[src/rtl/fft_input_loader.sv]
// ---------------------------------------------------------------------------
// fft_input_loader
//
// Purpose:
//   Serial-to-parallel front end of the 32-point FFT. Collects one complex
//   sample per valid/ready beat into a 32-entry frame and presents the frame
//   as one flat bus to the 32-wide register stage ahead of butterfly stage 1.
//   Two banks are used ping-pong, so frame k+1 can load while frame k is held
//   at the output.
//
// Configuration macro:
//   FFT_LOADER_BITREV_EN  defined   -> sample n is stored in slot bitrev5(n)
//                                      (input order for the DIT network)
//                         undefined -> sample n is stored in slot n
//
// Parameters:
//   bits     width of each real/imag part (signed two's complement)
//   fix_bit  fractional bits of the fixed-point format (carried, not used)
//
// Ports:
//   clk        rising-edge clock
//   reset      synchronous, active-high reset
//   in_data    sample {re[2*bits-1:bits], im[bits-1:0]}
//   in_valid   in_data valid
//   in_last    marks the 32nd sample of a frame (checked only)
//   in_ready   loader can accept a sample
//   out_frame  slot k = out_frame[k*2*bits +: 2*bits], k = 0..31
//   out_valid  out_frame holds a complete frame
//   out_ready  downstream consumes the frame
//   frame_err  sticky flag: in_last placement mismatch seen
// ---------------------------------------------------------------------------
module fft_input_loader #(
    parameter int bits    = 16,
    parameter int fix_bit = 7
) (
    input  logic                 clk,
    input  logic                 reset,
    input  logic [2*bits-1:0]    in_data,
    input  logic                 in_valid,
    input  logic                 in_last,
    output logic                 in_ready,
    output logic [64*bits-1:0]   out_frame,
    output logic                 out_valid,
    input  logic                 out_ready,
    output logic                 frame_err
);

    localparam int SW = 2 * bits;

    // The fixed-point position only matters downstream; reject nonsense here.
    if (fix_bit < 0 || fix_bit >= bits) begin : g_fix_bit_chk
        $error("fix_bit must lie in [0, bits-1]");
    end

    // Packed so that slot k of a bank lands at bits [k*SW +: SW] of out_frame.
    logic [31:0][SW-1:0] bank0;
    logic [31:0][SW-1:0] bank1;
    logic [1:0]          full;
    logic                wr_sel;
    logic                rd_sel;
    logic [4:0]          wr_cnt;

    logic accept;
    logic drain;
    logic last_beat;

    function automatic logic [4:0] slot(input logic [4:0] n);
`ifdef FFT_LOADER_BITREV_EN
        return {n[0], n[1], n[2], n[3], n[4]};
`else
        return n;
`endif
    endfunction

    assign in_ready  = !full[wr_sel] && !reset;
    assign out_valid = full[rd_sel];
    assign out_frame = rd_sel ? bank1 : bank0;

    assign accept    = in_valid && in_ready;
    assign drain     = out_valid && out_ready;
    assign last_beat = (wr_cnt == 5'd31);

    // Accept and drain always address different banks: accept needs the write
    // bank empty, drain needs the read bank full, so both may update full[]
    // in the same cycle without conflict.
    always_ff @(posedge clk) begin
        if (reset) begin
            bank0     <= '0;
            bank1     <= '0;
            full      <= 2'b00;
            wr_sel    <= 1'b0;
            rd_sel    <= 1'b0;
            wr_cnt    <= 5'd0;
            frame_err <= 1'b0;
        end else begin
            if (accept) begin
                if (wr_sel)
                    bank1[slot(wr_cnt)] <= in_data;
                else
                    bank0[slot(wr_cnt)] <= in_data;
                wr_cnt <= wr_cnt + 5'd1;
                if (last_beat) begin
                    full[wr_sel] <= 1'b1;
                    wr_sel       <= ~wr_sel;
                end
                // Framing is driven by the counter alone; in_last only flags.
                if (in_last != last_beat)
                    frame_err <= 1'b1;
            end
            if (drain) begin
                full[rd_sel] <= 1'b0;
                rd_sel       <= ~rd_sel;
            end
        end
    end

endmodule

[config.mk]
export PLATFORM = sky130hd
export DESIGN_NAME = fft_input_loader
export DESIGN_NICKNAME = d
export VERILOG_FILES = /design/src/rtl/fft_input_loader.sv
export SDC_FILE = /design/constraint.sdc
export NUM_CORES = 2
export LEC_CHECK = 0
export ABC_AREA = 1
export ABC_CLOCK_PERIOD_IN_PS = 5400
export CAP_MARGIN = 20
export CORE_MARGIN = 2
export CORE_UTILIZATION = 40
export DETAILED_ROUTE_END_ITERATION = 16
export PLACE_DENSITY = 0.64
export SETUP_SLACK_MARGIN = 0.4
export SYNTH_ARGS = -nofsm -noshare
export SYNTH_HDL_FRONTEND = slang
export SYNTH_SLANG_ARGS = --single-unit
[constraint.sdc]
create_clock -name clk -period 5.4 [get_ports clk]
set_clock_uncertainty 0.15 [all_clocks]
set_input_delay 1.08 -clock clk [delete_from_list [all_inputs] [get_ports clk]]
set_output_delay 1.08 -clock clk [all_outputs]
set_load 0.03 [all_outputs]
==> impl_metrics.ini <==
[grt]
grt_pass1_wl_mm = 583
global_route.overflow_total = 0
antenna_found_initial = 22
global_route.usage.total = 0.355
first_global_vias = 79887
grt_max_degree = 232

[logic_synthesis]
synth.yosys.seq_area_share = 0.467
yosysWarningCount = 0
synthDistinctLibCells = 19
synth.net_count = 13750
post_synth_inst_count = 13708
synth-seq-cells = 2058
syn-mean-instance-area_um2 = 6.43
syn-cell-area_um2 = 88200

[clock_tree]
cts_sinks = 2058
cts_buffer_depth = 3
tritoncts = yes
inserted_clock_buffers = 215
number_of_h_tree_levels = 4
insertion_delay_ns = 0.87
ctsRootBufferMaster = sky130_fd_sc_hd__clkbuf_16
holdBufCountCts = 0
cts.repair_timing.setup_buffer_count = 0
cts.repair.resized = 0
worst_setup_hold_path_clk_slew_ns = 0.06

[place]
hpwl_mm = 250
detailed_place.area_um2 = 100000
routability_congestion = 0.858
portBuffers = 1063
place_ws_ns = 1.20

[setup_path]
worst-endpoint-arrival_ns = 3.69
crit_family = buffers and inverters
crit_path_end_kind = output pin
start_kind = flop
critical_path.cell_chain = inv_8 -> buf_12 -> nand2_1 -> nand2_1 -> clkdlybuf4s50_1
worst-endpoint-required_ns = 4.17
critical_path_class = reg2out
path_depth = 5
cpMostUsedCell = sky130_fd_sc_hd__nand2_1
worst-path-max-fanout = 118
worst_path_largest_cell_delay_ns = 0.73
ff2ff_path_depth = 8
critical_path.n_buffers_inverters = 3
worst_path_max_delay_cell = sky130_fd_sc_hd__clkdlybuf4s50_1

[timing]
finalCritPeriodShare = 0.912
fmax_ghz = 0.203
setup_violating_endpoint_count_in_the_final_report = 0
worst_slew_margin_rel = 0.187
count_of_final_max_slew_check_failures = 0
final-hold-violation-count = 0
final.setup.worst_slack_ns = 0.475
worst-slew-pin-transition_ns = 1.22
fin_tns_setup_ns = 0
grt_setup_unrepaired = no
post-route-min-period_ns = 4.92

[power_and_ir_drop]
post-layout-total-power_mw = 32.2
max-vdd-ir-drop_mv = 0.335
powerDensity_nw_per_um2 = 300
leakagePower_nw = 47.8

[routing]
firstDrtPassIters = 6
drc = 0
drt-initial-drc-count = 12373
finalWirelength_mm = 416
drt.antenna.violating_nets = 0
vias = 91720
per_cell_via_count_in_the_routed_design = 5.35
average_routed_wire_per_standard_cell_um = 24.3

[floorplan]
floorplan.rows = 172
die_area_um2 = 224000
y_dimension_of_the_die_um = 474
die-width_um = 474
initial_core_utilization = 0.402
area_of_the_core_region_um2 = 220000
floorplan.io_pins = 1064

[flow_run]
max_cap_viol_count = 0

[min_path]
hold_path_depth = 2
timing.hold.worst.class = reg2reg

[finish]
layout.cell_area.non_filler_um2 = 108000
final_layout_size_suffix_gt1_frac = 0.0505
area_growth_syn_to_layout_pct = 22.1
fin_nets = 14145

[run_status]
outcome = finished clean
-- where the power goes --
group	switching [mW]	total (mW)	internal (mW)
combinational	1.50	1.80	0.302
clock	6.61	15.2	8.59
sequential	0.0217	15.2	15.2
total	8.13	32.2	24.1
-- placed cells by master, fill, tap and decap left out, types with 2 or more instances in the layout --
cell and n:
sky130_fd_sc_hd__nor2_4 23, sky130_fd_sc_hd__ha_1 5, sky130_fd_sc_hd__clkbuf_16 216, sky130_fd_sc_hd__nor2_2 36, sky130_fd_sc_hd__clkinvlp_4 3, sky130_fd_sc_hd__buf_16 12
sky130_fd_sc_hd__inv_1 198, sky130_fd_sc_hd__nand3_1 900, sky130_fd_sc_hd__buf_12 40, sky130_fd_sc_hd__nand4_1 6, sky130_fd_sc_hd__inv_8 2, sky130_fd_sc_hd__a21oi_1 9
sky130_fd_sc_hd__clkinv_8 4, sky130_fd_sc_hd__clkbuf_1 58, sky130_fd_sc_hd__bufinv_16 10, sky130_fd_sc_hd__buf_4 246, sky130_fd_sc_hd__nor3_1 65, sky130_fd_sc_hd__clkinv_16 3
sky130_fd_sc_hd__clkinv_2 28, sky130_fd_sc_hd__clkinv_4 2, sky130_fd_sc_hd__nor2_1 4053, sky130_fd_sc_hd__diode_2 9, sky130_fd_sc_hd__clkdlybuf4s50_1 1030, sky130_fd_sc_hd__nand2_1 4010
sky130_fd_sc_hd__inv_2 31, sky130_fd_sc_hd__clkbuf_8 55, sky130_fd_sc_hd__dfxtp_1 2057, sky130_fd_sc_hd__inv_6 6, sky130_fd_sc_hd__o21ai_0 1157
-- worst paths after layout --
path / end / from / slack, ns
setup reg to reg: bank0[497] / wr_cnt[1] / 2.22
hold / removal: bank1[528] / bank1[528] / 0.33
setup / recovery: out_frame[337] / rd_sel / 0.48
hold reg to reg: bank1[528] / bank1[528] / 0.33
-- per-stage QoR --
step                cells  utilization  hold slack (ns)
floorplan           13708            -            0.304
global placement    16743        0.456            0.310
detailed placement  16748        0.457            0.320
CTS                 17132        0.489            0.333
global route        17144        0.490            0.344
finish              17150        0.490            0.330
-- registers in the layout (all words and copies together), names as in the netlist --
signal	flops
bank0	1024
bank1	1024
wr_cnt	5
full	2
frame_err	1
rd_sel	1
wr_sel	1
-- synth_stat cells --
master	count	area, um^2
sky130_fd_sc_hd__nor2_1	4091	15400
sky130_fd_sc_hd__inv_2	32	120
sky130_fd_sc_hd__dfxtp_1	2058	41200
sky130_fd_sc_hd__nor2_4	21	236
sky130_fd_sc_hd__o21ai_0	1158	5800
sky130_fd_sc_hd__nand3_2	1	10.0
sky130_fd_sc_hd__xor2_1	1	8.76
sky130_fd_sc_hd__clkbuf_1	612	2300
sky130_fd_sc_hd__inv_1	200	751
sky130_fd_sc_hd__nand3_1	900	4500
sky130_fd_sc_hd__nand4_1	6	37.5
sky130_fd_sc_hd__ha_1	5	62.6
sky130_fd_sc_hd__a21oi_1	9	45.0
sky130_fd_sc_hd__buf_1	262	983
sky130_fd_sc_hd__nand2_1	4010	15100
sky130_fd_sc_hd__clkinv_1	1	3.75
sky130_fd_sc_hd__buf_4	3	22.5
sky130_fd_sc_hd__buf_2	273	1370
sky130_fd_sc_hd__nor3_1	65	325
-- cells by family (layout without fill, tap and decap cells) --
family / after synthesis / after routing / synth area share
flip-flops: 2058 / 2058 / 0.467
buffers and inverters: 1383 / 1945 / 0.0629
AO/OA/AOI/OAI: 1167 / 1167 / 0.0662
other: 0 / 9 / 0
XOR/XNOR: 1 / 1 / 0.0000993
adder cells (fa/ha/maj): 5 / 5 / 0.000709
AND/OR/NAND/NOR: 9094 / 9094 / 0.403
-- layer usage --
metal / part of all wire / track usage
met1: 0.40 / 0.482
met2: 0.42 / 0.522
met3: 0.11 / 0.0645
met4: 0.069 / 0.212
met5: 0.00011 / 0
-- worst min-delay path, stage by stage (launching register included) --
cell	delay (ns)
sky130_fd_sc_hd__dfxtp_1	0.32
sky130_fd_sc_hd__nor2_1	0.05
sky130_fd_sc_hd__nor2_1	0.08
-- area by class of cell --
type	count	area [um^2]
antenna	9	22.5
tap	2871	3590
clock buffer	329	6380
multi-input combinational	10267	41500
clock inverter	55	698
inverter	233	892
timing repair buffer	1328	13300
fill	22065	112000
sequential	2058	41200
Power figures use the tool's default switching activity.
